==> src/rtl/fixp_dot_acc.sv <==
// Streaming fixed-point dot-product engine: floor-scaled Q(IW.FW) products summed
// over each in_last-terminated vector, one saturated result per vector.
module fixp_dot_acc #(
  parameter int IW = 8,
  parameter int FW = 8,
  parameter int GB = 4
) (
  input  logic               clk,
  input  logic               rst,
  input  logic               in_valid,
  output logic               in_ready,
  input  logic [IW+FW-1:0]   in_a,
  input  logic [IW+FW-1:0]   in_b,
  input  logic               in_last,
  output logic               out_valid,
  input  logic               out_ready,
  output logic [IW+FW-1:0]   out_sum,
  output logic               out_sat
);
  localparam int W  = IW + FW;
  localparam int TW = 2*W - FW;
  localparam int AW = TW + GB;

  logic          v1_q, v1_d;
  logic          l1_q, l1_d;
  logic [TW-1:0] t1_q, t1_d;
  logic [AW-1:0] acc_q, acc_d;
  logic          out_valid_q, out_valid_d;
  logic [W-1:0]  out_sum_q, out_sum_d;
  logic          out_sat_q, out_sat_d;

  logic          adv;
  logic          accept;
  logic [2*W-1:0] a_ext, b_ext, prod;
  logic [AW-1:0] sum;
  logic          ovf;

  always_comb begin
    adv    = !(out_valid_q && !out_ready);
    accept = in_valid && adv;

    a_ext = {{W{in_a[W-1]}}, in_a};
    b_ext = {{W{in_b[W-1]}}, in_b};
    prod  = a_ext * b_ext;

    sum = acc_q + {{GB{t1_q[TW-1]}}, t1_q};
    // The sum fits W bits exactly when every bit from the W-1 sign position up agrees.
    ovf = !((&sum[AW-1:W-1]) || !(|sum[AW-1:W-1]));

    v1_d        = v1_q;
    l1_d        = l1_q;
    t1_d        = t1_q;
    acc_d       = acc_q;
    out_valid_d = out_valid_q;
    out_sum_d   = out_sum_q;
    out_sat_d   = out_sat_q;

    if (out_valid_q && out_ready)
      out_valid_d = 1'b0;

    if (adv) begin
      v1_d = accept;
      if (accept) begin
        t1_d = prod[2*W-1:FW];
        l1_d = in_last;
      end
      if (v1_q) begin
        if (l1_q) begin
          out_sum_d   = ovf ? (sum[AW-1] ? {1'b1, {(W-1){1'b0}}} : {1'b0, {(W-1){1'b1}}})
                            : sum[W-1:0];
          out_sat_d   = ovf;
          out_valid_d = 1'b1;
          acc_d       = '0;
        end else begin
          acc_d = sum;
        end
      end
    end
  end

  always_ff @(posedge clk or posedge rst) begin
    if (rst) begin
      v1_q        <= 1'b0;
      l1_q        <= 1'b0;
      t1_q        <= '0;
      acc_q       <= '0;
      out_valid_q <= 1'b0;
      out_sum_q   <= '0;
      out_sat_q   <= 1'b0;
    end else begin
      v1_q        <= v1_d;
      l1_q        <= l1_d;
      t1_q        <= t1_d;
      acc_q       <= acc_d;
      out_valid_q <= out_valid_d;
      out_sum_q   <= out_sum_d;
      out_sat_q   <= out_sat_d;
    end
  end

  assign in_ready  = adv;
  assign out_valid = out_valid_q;
  assign out_sum   = out_sum_q;
  assign out_sat   = out_sat_q;

endmodule

==> config.mk <==
export PLATFORM = sky130hd
export DESIGN_NAME = fixp_dot_acc
export DESIGN_NICKNAME = d
export VERILOG_FILES = /design/src/rtl/fixp_dot_acc.sv
export SDC_FILE = /design/constraint.sdc
export NUM_CORES = 1
export LEC_CHECK = 0
export ABC_AREA = 1
export CAP_MARGIN = 20
export CORE_MARGIN = 3
export CORE_UTILIZATION = 55
export CTS_BUF_LIST = sky130_fd_sc_hd__clkbuf_8
export DETAILED_ROUTE_END_ITERATION = 16
export PLACE_DENSITY = 0.73
export SETUP_SLACK_MARGIN = 0.02
export SYNTH_ARGS = -nofsm -noshare
export SYNTH_HDL_FRONTEND = slang
export SYNTH_SLANG_ARGS = --single-unit
export TNS_END_PERCENT = 100
==> constraint.sdc <==
create_clock -name clk -period 6.5 [get_ports clk]
set_input_delay 0.975 -clock clk [delete_from_list [all_inputs] [get_ports clk]]
set_output_delay 0.975 -clock clk [all_outputs]
set_load 0.02 [all_outputs]
# After elaboration in Yosys (flattened, before gate mapping)
# Index checks and enable logic that the tools add are counted.
# word_totals
register_bits	72
out_inout_bits	19
in_bits	37
word_cells	30
# classes
n_bitwise	1
reduce_logical	13
n_mul	1
muxes	7
n_addsub	1
# op_table
cell	n
16-bit by 16-bit multiplier with 32-bit output	1
16-bit two-way mux	2
28-bit adder	1
28-bit two-way mux	1
13-bit AND reduction	1
13-bit OR reduction	1
1-bit logical NOT	4
1-bit two-way mux	4
2-bit AND reduction	2
1-bit logical AND	3
3-bit AND reduction	1
1-bit logical OR	1
1-bit inverter	1

# Logic depth before layout (Yosys ltp)
# depth
ltp_word	5
mapped_depth	29
mapped_depth_nobuf	28

# Worst setup path before layout
# OpenSTA, ideal clock, no wires.
# synth_path
path_kind	input port to flip-flop
start	input port in_b[5]
end	register t1_q[17]
t_required_ps	6382
n_path_buf	2
stages	20
setup_slack_ps	221
t_arrival_ps	6161
setup_time_ps	118
path_cell_list	clkbuf_1 > clkbuf_1 > nand2_1 > fa_1 > inv_1 > fa_1 > inv_1 > fa_1 > fa_1 > inv_1 > fa_1 > fa_1 > ha_1 > a21oi_1 > o21ai_0 > a21oi_1 > o211ai_1 > or2_2 > nand3_1 > nand2_1
# synth_between
elab_chain_cells	1
# synth_lines
item	line_no	text
start, declared	13	input logic [IW+FW-1:0] in_b,
16-bit by 16-bit multiplier with 32-bit output	44	prod = a_ext * b_ext;
end signal, assigned	93	t1_q <= t1_d;
end, declared	26	logic [TW-1:0] t1_q, t1_d;
# Every way passes these cells.
# A chain may end at the register's enable or synchronous reset.

# Worst setup path after layout
# layout_path
start	input port in_a[15]
end	register t1_q[14]
# layout_between
elab_chain_cells	1
# layout_lines
item	line_no	text
start, declared	12	input logic [IW+FW-1:0] in_a,
16-bit by 16-bit multiplier with 32-bit output	44	
# Every way passes these cells.

==> metrics.md <==
| Metric | Value |
|---|---|
| Synth-to-layout area growth | `17.5%` |
| Antenna diode count | `0` |
| Die X | `174 um` |
| CTS buffer count | `9` |
| First-pass detailed-route iteration total | `7` |
| Yosys reg bits | `72` |
| RSZ-0062 raised after global routing | `true` |
| Row cnt | `60` |
| Mux share of post-synthesis cell area | `0%` |
| Routability-driven placement congestion ratio | `0.938` |
| Delay-heaviest family, CP | `adder cells` |
| Critical-path cell list | `clkdlybuf4s50_1, buf_6, nand2_1, inv_1, fa_2, buf_4, fa_1, fa_2, fa_1, fa_1, inv_1, fa_1, inv_1, ha_1, nand2_1, nor2_1, inv_1, o21bai_1, buf_4, a21oi_1, a21o_1, a31oi_1` |
| Commonest non-fill, non-tap cell in the layout | `nand2_1` |
| Hold slack | `0.491 ns` |
| Crit-path max FO | `10` |
| Post-synth EDFFs | `0` |
| Critical path's slowest cell | `fa_2` |
| FF-to-FF setup slack | `2.96 ns` |
| Die Span Y | `174 um` |
| Slew margin rel. | `34.4%` |
| Critical path buffer and inverter count | `8` |
| Seq/Total Area, Yosys | `11.6%` |
| Clock transition at path regs | `0.08 ns` |
| FFs w/ async S/R, synth | `100%` |
| DIE AREA | `30200 um^2` |
| Skew-Pair Late Insertion Delay | `0.36 ns` |
| Slew of the pin with the lowest slew margin | `0.983 ns` |
| Synthesized area | `15500 um^2` |
| Fmax | `0.159 GHz` |
| GRT Overall Usage | `27.5%` |
| Clock Skews | `0.0159 ns` |
| Share of cells above drive strength 1 | `15.1%` |
| Met2 routed WL | `18.9 mm` |
| Hold Crit Class | `reg2reg` |
| Post-synthesis xor/xnor area fraction | `1.75%` |
| Antenna violations before repair | `0` |
| Synth Area in Compound Gates | `5.40%` |
| Initial DRC Count | `901` |
| Wl on met1 | `17.4 mm` |
| Final Hold Fails | `0` |
| Port Buffer Count | `55` |
| Ports | `56` |
| Unique cell type count in the Yosys netlist | `41` |
| Via count | `13372` |
| CP peak stage delay | `0.52 ns` |
| Simple-gate share of the synthesized area | `23.3%` |
| Final worst path period need | `6.28 ns` |
| Yosys Warn Count | `0` |
| WL/cell | `14.9 um` |
| Largest net degree at the start of global routing | `73` |
| Antenna Violating Nets Remaining | `0` |
| Starting density of the core | `56.7%` |
| Drt drc | `0` |
| Setup violators final | `0` |
| CP Capture Type | `flip-flop` |
| Status | `completed` |
| WP data arrival | `6.55 ns` |
| Via/cell ratio | `5.06` |
| First-pass GRT wire length | `67.8 mm` |
| Nets | `2671` |
| Kind of critical path | `in2reg` |
| Post-synthesis adder-cell area fraction | `42.4%` |
| Main flop type after synthesis | `dfrtp_1` |
| Uppermost layer routed | `met4` |
| Maxcap violations | `0` |
| Cell count after synthesis | `2093` |
| Worst setup SP type | `primary input` |
| Clock sink count | `72` |
| Clock tree buffer depth | `2` |
| Dpl hpwl | `34.3 mm` |
| Largest family of logic cells by synthesized area | `adder cells` |
| WP data required | `6.76 ns` |
| Fin area | `18200 um^2` |
| Grt total ovfl | `0` |
| Vias in the first global route | `14142` |
| Fin crit share | `96.7%` |
| Routed met3 length | `2.26 mm` |
| Clk root buf | `clkbuf_8` |
| Core area | `27300 um^2` |
| Depth of the CTS H-tree | `3` |
| Area after DPL | `17700 um^2` |
| TritonCTS clock tree | `yes` |
| Syn Nets | `2498` |
| Pins Over Slew Limit | `0` |
| Syn_area_per_cell | `7.40 um^2` |
| Highest-count cells in the layout ignoring fill and taps | `nand2_1, inv_1, fa_1` |
| Detailed Route WL | `39.5 mm` |
-- worst paths after layout --
kind | depth (start not counted) | end | start
setup / recovery | 22 | t1_q[14] | in_a[15]
hold / removal | 2 | acc_q[8] | acc_q[8]
setup reg to reg | 16 | out_sum[13] | t1_q[0]
hold reg to reg | 2 | acc_q[8] | acc_q[8]
max in group asynchronous | 3 | acc_q[27] | rst
min in group asynchronous | 3 | out_sum[12] | rst
-- worst reg2reg max path: cells and delay by family, from the launching register on --
family	cells	cell delay [ns]
compound gates	2	0.60
fa+ha+maj	2	0.83
buf+inv	1	0.29
flops	1	0.39
simple gates	11	1.31
-- area by class of cell --
cell class                      count  area (um^2)
Clock inverter                      7          120
Tap cell                          372          465
Timing Repair Buffer              230         2040
Inverter                          565         2120
Multi-Input combinational cell   1388        11500
Sequential cell                    72         1800
Clock buffer                        9          124
Fill cell                        2417         9120
-- state kept, by name, indices dropped and copies added (netlist names) --
register,count
acc_q,28
t1_q,24
out_sum,16
l1_q,1
out_sat,1
out_valid,1
v1_q,1
-- metrics by stage --
step / worst slack (ns) / util, % / setup TNS [ns] / cells
after global routing: -0.0236 / 66.6 / -0.0423 / 2643
after floorplan: 0.221 / - / 0 / 2093
after global placement: -0.508 / 64.6 / -4.92 / 2624
final: 0.216 / 66.6 / 0 / 2643
after detailed placement: -0.437 / 64.6 / -5.10 / 2624
after CTS: 0.0334 / 65.6 / 0 / 2640
-- cell usage after synthesis (5+ instances only) --
master      n  area share [%]
or2_2      26             1.1
nor2_2      9            0.36
nand3_2     6            0.39
clkbuf_1   65             1.6
nor3_1      6            0.19
xnor2_1    14            0.79
xor2_1     17            0.96
nor2_1     75             1.8
a21o_1      5            0.24
nand2_2    28             1.1
o21ai_0    46             1.5
nand2_1   592              14
nor2_4      6            0.44
nor3_2      5            0.32
dfrtp_1    72              12
a31oi_1    12            0.48
nand4_1    15            0.61
ha_1      106             8.6
fa_1      262              34
a21oi_2    11            0.62
inv_2       6            0.15
nand3b_1    7            0.34
a21oi_1    55             1.8
inv_1     558              14
nand3_1    62             2.0
-- routing by layer --
metal,global-route usage (%),vias up
met5,0,-
met4,6.47,0
met3,3.31,72
met2,46.2,372
met1,38.5,6479
li1,-,6449
-- timing repair --
item                       in CTS  in global routing
setup endpoints to repair       9                 18
buffers inserted                0                  3
gates resized for setup         3                 82
hold buffers                    0                  0
pin swaps                       0                  9
-- kinds of logic (layout without fill, tap and decap cells) --
kind of cell	count (synthesis)	in the layout
AO/OA/AOI/OAI	145	145
XOR/XNOR	31	31
adder cells (fa/ha/maj)	368	368
buffers and inverters	633	811
flip-flops	72	72
AND/OR/NAND/NOR	844	844
Power is left out: the tool's default activity adds up to more than one toggle a clock period on the data nets, which glitch-free logic cannot reach.
